**config.mk**
```make
export PLATFORM = sky130hd
export DESIGN_NAME = mult_div_unit
export DESIGN_NICKNAME = d
export VERILOG_FILES = /design/src/rtl/mult_div_unit_pkg.sv /design/src/rtl/mult_div_unit.sv
export SDC_FILE = /design/constraint.sdc
export NUM_CORES = 1
export LEC_CHECK = 0
export CORE_UTILIZATION = 63
export CTS_CLUSTER_DIAMETER = 80
export CTS_CLUSTER_SIZE = 12
export DETAILED_ROUTE_END_ITERATION = 6
export PLACE_DENSITY = 0.88
export SLEW_MARGIN = 20
export SYNTH_ARGS = -nofsm -noshare
export SYNTH_HDL_FRONTEND = slang
export SYNTH_SLANG_ARGS = --single-unit
```
**constraint.sdc**
```tcl
create_clock -name clk -period 6.2 [get_ports clk]
set_input_delay 1.55 -clock clk [delete_from_list [all_inputs] [get_ports clk]]
set_output_delay 1.55 -clock clk [all_outputs]
set_load 0.05 [all_outputs]
```
**src/rtl/mult_div_unit_pkg.sv**
```systemverilog
// Shared encodings and two's-complement helpers for the iterative multiply/divide unit.
package mult_div_unit_pkg;

   localparam int unsigned ITER = 32;
   localparam int unsigned XLEN = 32;

   typedef enum logic [1:0] {
      OP_MULT  = 2'b00,
      OP_MULTU = 2'b01,
      OP_DIV   = 2'b10,
      OP_DIVU  = 2'b11
   } op_e;

   typedef enum logic [1:0] {
      S_IDLE = 2'b00,
      S_RUN  = 2'b01,
      S_FIX  = 2'b10,
      S_DONE = 2'b11
   } state_e;

   // Helpers work on the widest value (a full product); callers truncate.
   function automatic logic [2*XLEN-1:0] neg(input logic [2*XLEN-1:0] x);
      return ~x + (2*XLEN)'(1);
   endfunction

   function automatic logic [2*XLEN-1:0] abs_val(input logic [2*XLEN-1:0] x, input logic s);
      return s ? neg(x) : x;
   endfunction

endpackage

```
**src/rtl/mult_div_unit.sv**
```systemverilog
// Iterative MULT/MULTU/DIV/DIVU unit with HI/LO registers; one bit per cycle,
// sign correction applied in a final FIX cycle.
module mult_div_unit
   import mult_div_unit_pkg::*;
#(
   parameter int unsigned WIDTH = 32,
   parameter int unsigned ITER  = mult_div_unit_pkg::ITER
) (
   input  logic             clk,
   input  logic             rst_n,
   input  logic             start,
   input  logic [1:0]       op,
   input  logic [WIDTH-1:0] a,
   input  logic [WIDTH-1:0] b,
   input  logic             wr_hi,
   input  logic             wr_lo,
   input  logic [WIDTH-1:0] wdata,
   output logic             busy,
   output logic             done,
   output logic             div_by_zero,
   output logic [WIDTH-1:0] hi,
   output logic [WIDTH-1:0] lo
);

   localparam int unsigned CW = (ITER > 1) ? $clog2(ITER) : 1;

   state_e             state;
   op_e                op_q;
   logic               sgn_a, sgn_b;
   logic [WIDTH-1:0]   opb;
   logic [2*WIDTH-1:0] acc;
   logic [CW-1:0]      cnt;

   logic               signed_in, sa_in, sb_in, zero_div, is_div_q;
   logic [WIDTH-1:0]   mag_a, mag_b;
   logic [WIDTH:0]     mult_sum, div_shift, div_diff;
   logic [2*WIDTH-1:0] mult_next, div_next, prod;
   logic [WIDTH-1:0]   fix_hi, fix_lo;
   logic               fix_dbz;

   always_comb begin
      signed_in = ~op[0];
      sa_in     = signed_in & a[WIDTH-1];
      sb_in     = signed_in & b[WIDTH-1];
      mag_a     = WIDTH'(abs_val((2*XLEN)'(a), sa_in));
      mag_b     = WIDTH'(abs_val((2*XLEN)'(b), sb_in));
      zero_div  = op[1] && (b == '0);
      is_div_q  = (op_q == OP_DIV) || (op_q == OP_DIVU);
   end

   // acc: multiply = {partial product, remaining multiplier};
   //      divide   = {partial remainder, remaining dividend / quotient bits}.
   always_comb begin
      mult_sum  = {1'b0, acc[2*WIDTH-1:WIDTH]} + {1'b0, (acc[0] ? opb : '0)};
      mult_next = {mult_sum, acc[WIDTH-1:1]};
      div_shift = {acc[2*WIDTH-1:WIDTH], acc[WIDTH-1]};
      div_diff  = div_shift - {1'b0, opb};
      if (div_diff[WIDTH])
         div_next = {div_shift[WIDTH-1:0], acc[WIDTH-2:0], 1'b0};
      else
         div_next = {div_diff[WIDTH-1:0], acc[WIDTH-2:0], 1'b1};
   end

   always_comb begin
      prod    = acc;
      fix_hi  = acc[2*WIDTH-1:WIDTH];
      fix_lo  = acc[WIDTH-1:0];
      fix_dbz = 1'b0;
      if (is_div_q) begin
         // A zero divisor skipped RUN with {a, all-ones} preloaded into acc.
         if (opb == '0) begin
            fix_dbz = 1'b1;
         end else if (op_q == OP_DIV) begin
            if (sgn_a ^ sgn_b) fix_lo = WIDTH'(neg((2*XLEN)'(acc[WIDTH-1:0])));
            if (sgn_a)         fix_hi = WIDTH'(neg((2*XLEN)'(acc[2*WIDTH-1:WIDTH])));
         end
      end else begin
         if ((op_q == OP_MULT) && (sgn_a ^ sgn_b))
            prod = (2*WIDTH)'(neg((2*XLEN)'(acc)));
         fix_hi = prod[2*WIDTH-1:WIDTH];
         fix_lo = prod[WIDTH-1:0];
      end
   end

   always_ff @(posedge clk or negedge rst_n) begin
      if (!rst_n) begin
         state       <= S_IDLE;
         op_q        <= OP_MULT;
         sgn_a       <= 1'b0;
         sgn_b       <= 1'b0;
         opb         <= '0;
         acc         <= '0;
         cnt         <= '0;
         hi          <= '0;
         lo          <= '0;
         busy        <= 1'b0;
         done        <= 1'b0;
         div_by_zero <= 1'b0;
      end else begin
         if (!busy && wr_hi) hi <= wdata;
         if (!busy && wr_lo) lo <= wdata;
         case (state)
            S_IDLE, S_DONE: begin
               done <= 1'b0;
               if (start) begin
                  op_q        <= op_e'(op);
                  sgn_a       <= sa_in;
                  sgn_b       <= sb_in;
                  opb         <= mag_b;
                  acc         <= zero_div ? {a, {WIDTH{1'b1}}} : {{WIDTH{1'b0}}, mag_a};
                  cnt         <= '0;
                  busy        <= 1'b1;
                  div_by_zero <= 1'b0;
                  state       <= zero_div ? S_FIX : S_RUN;
               end else begin
                  state <= S_IDLE;
               end
            end
            S_RUN: begin
               acc <= is_div_q ? div_next : mult_next;
               cnt <= cnt + CW'(1);
               if (cnt == CW'(ITER - 1)) state <= S_FIX;
            end
            S_FIX: begin
               hi          <= fix_hi;
               lo          <= fix_lo;
               div_by_zero <= fix_dbz;
               busy        <= 1'b0;
               done        <= 1'b1;
               state       <= S_DONE;
            end
         endcase
      end
   end

endmodule

```
==> results of run 1 <==
registers in the layout, summed over array words and instances, names as in the netlist, 2 cells and up:
signal / cells
acc: 64
cnt: 5
hi: 32
lo: 32
op_q: 2
opb: 32
state: 2
power by group:
group / internal, mW / switching (mW)
clock: 0.586 / 0.574
combinational: 3.03 / 5.16
sequential: 1.70 / 0.853
total: 5.32 / 6.58
synthesized netlist by cell type (6+ instances only):
cell and count:
mux2i_1 96, o41ai_1 8, nor2_1 156, dfrtp_1 174
or4_1 7, xor2_1 64, nand4_1 11, and3_1 12
nor3_1 42, inv_1 72, o21ai_1 12, a211oi_1 14
a21o_1 35, nor4_1 25, a31oi_1 29, xnor2_1 101
o211ai_1 6, and2_1 8, or2_2 9, buf_2 7
a221oi_1 15, buf_1 13, nand2b_1 14, or3_1 15
a211o_1 7, nand2_1 224, mux2_2 28, o311ai_0 11
a21oi_1 149, nand3_1 38, o31ai_1 15, o21a_1 10
nor2b_1 16, o21ai_0 178, o21bai_1 12, ha_1 73
clkbuf_1 78, and4_1 8
tightest hold or removal path: cells and delay by family, from the launching register on:
kind / cells / cell delay, ns
flops: 1 / 0.36
compound gates: 1 / 0.06
simple gates: 1 / 0.05
layout by cell type, fill, tap and decap left out, types with 16 or more instances in the layout:
cell type and instances:
nor2b_1 16, xnor2_1 101, mux2i_1 96, xor2_1 64, clkbuf_16 17, a21o_1 35
nand3_1 38, mux2_2 28, a31oi_1 29, dfrtp_1 173, nor3_1 41, a21oi_1 149
inv_1 72, ha_1 71, clkdlybuf4s50_1 168, o21ai_0 177, nor2_1 156, nor4_1 25
nand2_1 222
final timing paths:
| check | startpoint | end | slack (ns) | cells after the start |
|---|---|---|---|---|
| max | acc[31] | acc[35] | 1.48 | 13 |
| min | done | done | 0.51 | 2 |
| max reg2reg | acc[31] | acc[35] | 1.48 | 13 |
| min reg2reg | done | done | 0.51 | 2 |
| max in group asynchronous | rst_n | acc[16] | 3.92 | 2 |
| min in group asynchronous | rst_n | hi[0] | 1.10 | 1 |
cells by family after synthesis:
| family | Yosys count |
|---|---|
| xor+xnor | 165 |
| mux | 124 |
| compound gates | 563 |
| buf+inv | 176 |
| simple gates | 620 |
| fa+ha+maj | 75 |
| flops | 174 |
through the flow:
stage / cell area, um^2 / hold slack (ns)
2_1_floorplan: 15220 / 0.4453
3_3_place_gp: 17020 / 0.4561
3_5_place_dp: 17020 / 0.4854
4_1_cts: 17640 / 0.5039
5_1_grt: 17650 / 0.5465
6_report: 17650 / 0.5068
metal layers:
layer | global-route usage (%) | vias up | share of wire [%]
met5 | 0 | - | 0
met4 | 31.11 | 0 | 8.3
met3 | 11.12 | 308 | 11
met2 | 69.57 | 1025 | 45
met1 | 50.60 | 7347 | 37
li1 | - | 7062 | -
area by class of cell:
class,count,area (um^2)
fill,1754,5964
timing repair buffer,183,1798
tap,319,399.1
multi-input combinational,1547,10210
sequential,174,4355
inverter,72,270.3
clock buffer,17,425.4
clock inverter,15,188.9
==> impl_metrics.toml, run 1 <==
[clock_network]
clk_path_buf_depth = 2
cts_setup_buffers = 0
cts_hold_buf = 0
cts.sinks = 174
post_cts_resized = 0
h-tree-depth = 4
clk_latency_ns = 0.46
cts_tree = "yes"
clockRootBuffer = "clkbuf_16"
cts_inserted_buffers = 17
clk_pin_slew_ns = 0.08

[worst_setup_path]
crit_buf_inv = 2
end_kind = "flop"
arrival_ns = 5.04
required_ns = 6.52
crit_path_top_delay_cell = "o41ai_2"
worst_path_largest_cell_delay_ns = 0.66
crit_type = "flop to flop"
cp_top_family = "compound AO/OA/AOI/OAI gates"
critical_path.max_fanout = 21
critical_path.cell_chain = "inv_1, ha_1, fa_1, nand2b_1, a21oi_1, o41ai_2, o21ai_0, a32o_1, a21oi_4, buf_4, mux2_2, a21oi_1, o21ai_0"
critPathLaunchType = "flop"

[floorplanning]
core_um2 = 23610
ioPinCount = 170
rows = 56
die_w_um = 157.5
die-area_um2 = 24790
start_util_pct = 64.48
die_height_um = 157.5

[finish]
antennaDiodeCount = 0
final_util_pct = 74.74
syn2layout_area_growth_pct = 15.92
final_cells = 2327
drive_gt1_share_pct = 6.125
final_nets = 2173

[placed_design]
pre_cts_slack_ns = 1.509
hpwl_um = 40060
port_buffers = 169
dp_cells = 2295
gp_congestion = 1.010

[yosys]
synth_area_leaders = "dfrtp_1, mux2i_1, ha_1"
synth_seq_area_share_pct = 28.60
async_flop_share_pct = 100.0
synth_simple_gate_area_share_pct = 19.67
synth_edf_count = 0
ys_ff_latch = 174
synthAdderAreaFrac_pct = 6.262
ys_types = 87
syn_area_um2 = 15220
yosys.area.top_type = "dfrtp_1"
synth_xor_xnor_area_share_pct = 9.492
synth_area_per_cell_um2 = 8.026
synth_flop_cell = "dfrtp_1"
synth_top_area_share_pct = 28.60
synthMuxAreaShare_pct = 8.383
synthCells = 1897
synth_top_family_by_area = "compound AO/OA/AOI/OAI gates"
synth_compound_area_share_pct = 23.00
syn-num-nets = 2075
yosysWarnings = 0

[timing]
hold_violations = 0
period_needed_ns = 4.722
finClkSkew_ns = 0.02046
setup-violations-final = 0
worst_slack_ns = 1.478
tightestPinTransition_ns = 1.081
maxSlewHeadroom_pct = 27.78
fmax_mhz = 211.8
rsz0062_at_grt = "false"
setup_tns_ns = 0
finalCritPeriodShare_pct = 76.16
maxSlewViolCount = 0

[detailed_routing]
via_count = 15740
vias_per_cell = 6.765
first_iter_violations = 1801
drc = 2
antenna_left = 0
drtPass1Iterations = 7
wirelength_um = 52930
routedWlPerCell_um = 22.75

[run]
max_cap_violations = 0

[power_and_ir_drop]
cellLeakagePower_nw = 7.622
peakVddDrop_mv = 0.4030
power.density_nw_per_um2 = 674.4
p_total_mw = 11.90

[global_routing]
antenna_found_initial = 0
grt_usage_pct = 43.43
grt_overflow = 0
grt_pass1_wl_um = 81650
grt_max_degree = 105
grt_pass1_vias = 14970

[status]
outcome = "finished with violations"
violations = "design-rule violations"

[worst_hold_path]
hold_class = "flop to flop"
Power figures use the tool's default switching activity.
==> inputs of run 2 (changes only) <==
Settings changed: CORE_UTILIZATION 63 to 53, PLACE_DENSITY 0.88 to 0.79.
Clock period 6.2 ns to 4 ns, I/O delays scaled along.
==> impl_metrics.toml, run 2 (synthesis results as in run 1) <==
[finish]
largest_register_ffs = 64
syn2layout_area_growth_pct = 19.78
antennaDiodeCount = 0
fin_area_um2 = 18240
final_util_pct = 65.10
final_cell_mix = "nand2_1, o21ai_0, dfrtp_1, clkdlybuf4s50_1, nor2_1"
drive_gt1_share_pct = 8.708
top_register = "acc"
final_nets = 2232
final_common_cell = "nand2_1"
nFillCells = 2429

[detailed_routing]
antenna_left = 0
wirelength_um = 54050
via_count = 15730
first_iter_violations = 1576
drtPass1Iterations = 7
vias_per_cell = 6.434
drc = 1
routedWlPerCell_um = 22.10

[placed_design]
gp_congestion = 0.9979
hpwl_um = 42120
port_buffers = 169
placed_area_um2 = 17600

[worst_setup_path]
cpMostUsedCell = "a31oi_1"
r2r-start = "acc[0]"
crit_buf_inv = 0
crit_path_top_delay_cell = "dfrtp_1"
critPathLaunch = "acc[0]"
cp_top_family = "compound AO/OA/AOI/OAI gates"
required_ns = 4.33
critical_path.cell_chain = "and2_1, ha_1, fa_1, a211oi_1, nor2_1, a211o_1, o21ba_2, a31oi_1, o211ai_1, xnor2_1, a222oi_1, a31oi_1"
end_kind = "flop"
critPathLaunchType = "flop"
critical_path.max_fanout = 4
worst_path_largest_cell_delay_ns = 0.49
crit_type = "flop to flop"
arrival_ns = 4.11

[clock_network]
cts_tree = "yes"
cts_setup_buffers = 0
cts.sinks = 174
clk_path_buf_depth = 2
cts_hold_buf = 0
h-tree-depth = 4
clockRootBuffer = "clkbuf_16"
post_cts_resized = 0
clk_pin_slew_ns = 0.09
cts_inserted_buffers = 17
clk_latency_ns = 0.46

[timing]
maxSlewHeadroom_pct = 37.92
tightestPinTransition_ns = 0.9278
setup_tns_ns = 0
hold_violations = 0
fmax_mhz = 264.1
period_needed_ns = 3.787
fin_hold_ws_ns = 0.4847
maxSlewViolCount = 0
rsz0062_at_grt = "false"
finClkSkew_ns = 0.02294
setup-violations-final = 0
finalCritPeriodShare_pct = 94.68

[floorplanning]
die-area_um2 = 29410
die_w_um = 171.5
die_height_um = 171.5
core_um2 = 28010
start_util_pct = 54.35
ioPinCount = 170
rows = 61

[status]
violations = "design-rule violations"
outcome = "finished with violations"

[global_routing]
grt_pass1_vias = 14900
grt_overflow = 0
grt_pass1_wl_um = 83280
grt_max_degree = 104
grt_usage_pct = 37.24
antenna_found_initial = 0

[worst_hold_path]
hold_class = "flop to flop"
timing.hold.worst.start = "cnt[4]"

[run]
max_cap_violations = 0

[power_and_ir_drop]
cellLeakagePower_nw = 7.936
peakVddDrop_mv = 0.5440
power.density_nw_per_um2 = 1043
==> run 2: cell types whose count changed in the layout (fill, tap and decap cells not counted), sizes merged <==
| cell | before | now |
|---|---|---|
| buf | 15 | 74 |
| clkinv | 4 | 9 |
| inv | 81 | 78 |
| bufinv | 1 | 0 |
| clkinvlp | 1 | 0 |
==> run 2: stage by stage <==
stage,setup slack [ns],instances,power (mW)
after floorplan,0.7667,1897,12.62
after global placement,0.1385,2413,16.68
after detailed placement,0.05924,2413,16.90
after CTS,0.2890,2445,18.74
after global routing,0.1037,2445,20.23
final,0.2130,2445,19.02
==> run 2: final cells by class <==
cell class,count,area [um^2],area share [%]
multi-input combinational,1547,10200,55.93
inverter,72,270.3,1.482
timing repair buffer,242,2303,12.63
sequential,174,4355,23.88
tap,378,473.0,2.593
clock buffer,17,425.4,2.333
clock inverter,15,209.0,1.146
==> run 2: metal layers <==
metal	global-route usage (%)	vias up	share of wire, %
li1	-	7183	-
met1	46.49	7502	40
met2	60.55	827	46
met3	6.489	220	8.0
met4	21.43	0	6.0
met5	0	-	0
==> run 2: final timing paths <==
path | endpoint | slack, ns | cells after the start
max | acc[53] | 0.21 | 12
min | cnt[4] | 0.48 | 2
min reg2reg | cnt[4] | 0.48 | 2
max in group asynchronous | hi[16] | 2.54 | 2
max reg2reg | acc[53] | 0.21 | 12
min in group asynchronous | hi[0] | 0.53 | 1
==> run 2: tightest hold or removal path, delay by kind of cell, from the launching register on <==
kind / cells / cell delay, ns
AND/OR/NAND/NOR: 2 / 0.10
flip-flops: 1 / 0.36
==> run 2: power by group <==
part	leakage, nW	internal, mW	switching [mW]
logic	5.50	5.17	8.44
clock network	0.303	0.869	0.948
registers	2.13	2.64	0.949
==> RTL edit, RTL diff (config.mk and constraints of run 1) <==
`WIDTH`: 32 -> 48.
--- a/src/rtl/mult_div_unit.sv
+++ b/src/rtl/mult_div_unit.sv
@@ -4,5 +4,5 @@
    import mult_div_unit_pkg::*;
 #(
-   parameter int unsigned WIDTH = 32,
+   parameter int unsigned WIDTH = 48,
    parameter int unsigned ITER  = mult_div_unit_pkg::ITER
 ) (
Interface: changed (5 resized); port bits go from 170 to 250. No check against the original RTL was run, so the function may have changed too.
==> RTL edit against run 1 <==
Synthesized cell count is 54% higher. Design area is 48% higher. Largest cell class unchanged. Die area is 49% higher. The run still ends with DRC left. Wire length is 50% higher. Count of clock-buffer cells in the layout is 10 higher. Critical endpoint is now acc[90]$_DFFE_PN0P_. Critical path type is now in -> reg. Sequential power is 44% higher. Synthesized area is 50% higher. Sequential cell count is 80 higher. Utilization is 1.3 points lower. Clock power is 19% higher. Worst setup slack worse by 0.076 ns. First-iteration DRC count is 54% higher. Total power is 47% higher. Cell count is 51% higher.
==> RTL edit: results (changes against run 1) <==
worst r2r path cells 14 (+1); hold_ws 0.500 ns (-0.00712 ns); reg2reg setup slack 1.52 ns (+0.04 ns); Logic pwr share 71.2% (+2.4 points); Placer Congestion 0.972 (-3.7%); Leak Pwr 11.5 nW (+51%); worst skew pair latency 0.56 ns (+0.10 ns); fill count 2,769 (+58%); CP Launch Point b[1]; Port Buffers 249 (+47%); Placed Instance Area 25,500 um2 (+50%); Setup crit end acc[90]$_DFFE_PN0P_; clock share of power 7.9% (-1.8 points); Seq/Total Area, Yosys 27.8% (-0.78 points); Clk. pwr 1.38 mW (+19%); Vias/cell 6.81 (+0.73%); initial drt markers 2,773 (+54%); Max Root-Sink Buffers 3 (+1); Synth area leaders dfrtp_1 28%, o21ai_0 6.9%, mux2i_1 6.9%; worst r2r src acc[0]$_DFFE_PN0P_; first-pass GRT wire length 121,000 um (+48%); pin count of the biggest net entering global routing 104 (-0.95%); Worst Tran Pin Value 1.03 ns (-0.0496 ns); Syn Nets 3,183 (+53%); hold_sp cnt[4]$_DFFE_PN0P_; switching part of the total power 56.3% (+0.98 points); antenna violations before repair 1 (+1); Routed Wire Length 79,400 um (+50%); max FFs per register 96 (+50%); failing checks DRC; Post-synth top cells 341 x nand2_1, 317 x o21ai_0, 254 x dfrtp_1, 223 x a21oi_1, 221 x nor2_1; Max FO, Critical Path 31 (+48%); Netlist cell types 93 (+6.9%); H-tree lvl count 1 (-3); metal2 WL 35,000 um (+48%); Final HPWL DP 60,800 um (+52%); Total Routing Usage GR 41.8% (-1.6 points); nets 3,297 (+52%); VDD IR max 0.360 mV (-11%); # DRC 126 (+124); Worst Hold Path EP cnt[4]$_DFFE_PN0P_; vias in the first global route 22.0k (+47%); status complete, but fails checks; Clock Skew 0.0177 ns (-0.00277 ns)
-- RTL edit: cell types whose count changed after synthesis, moves of 18 or more --
cell	run 1	this run
nand3_1	38	89
a21oi_1	149	223
xor2_1	64	109
nand2_1	224	341
dfrtp_1	174	254
a21o_1	35	67
mux2i_1	96	158
inv_1	72	97
nor2_1	156	221
o211ai_1	6	24
o21ai_0	178	317
o31ai_1	15	45
ha_1	73	105
clkbuf_1	78	166
-- RTL edit: logic make-up after synthesis --
family | Yosys count | share of synthesized area [%]
and+or+nand+nor | 943 | 19.7
AOI/OAI and AO/OA | 923 | 25.2
buffers and inverters | 298 | 5.00
DFF | 254 | 27.8
xor gates and xnor gates | 227 | 8.70
muxes | 173 | 7.66
adders and majority gates | 107 | 5.92
-- RTL edit: cell type report --
type | instances | area (um2) | share of cell area [%]
antenna | 2 | 5.00 | 0.0191
clock buffer | 27 | 643 | 2.45
clock inverter | 1 | 8.76 | 0.0334
inverter | 98 | 368 | 1.40
multi-input combinational | 2373 | 15400 | 58.9
sequential | 254 | 6360 | 24.3
tap | 461 | 577 | 2.20
timing repair buffer | 287 | 2800 | 10.7
-- RTL edit: metrics by stage --
step	setup WS (ns)	std cells
floorplan	2.05	2925
global placement	0.983	3473
detailed placement	0.870	3473
CTS	1.44	3501
global route	1.24	3502
finish	1.40	3503
-- RTL edit: layer usage --
metal	GRT usage, %	vias to the layer above
li1	-	10900
met1	55.5	11200
met2	65.9	1512
met3	7.82	265
met4	19.4	0
met5	0	-
-- RTL edit: worst max-delay path, cell delays in order --
cell             delay, ns
clkdlybuf4s50_1       0.47
inv_1                 0.09
ha_1                  0.19
or4b_2                0.68
nor4_4                0.41
and3_1                0.25
nand3_1               0.21
nor3_4                0.35
buf_4                 0.42
a21oi_1               0.12
o21ai_0               0.20
o31ai_1               0.10
a211oi_1              0.23
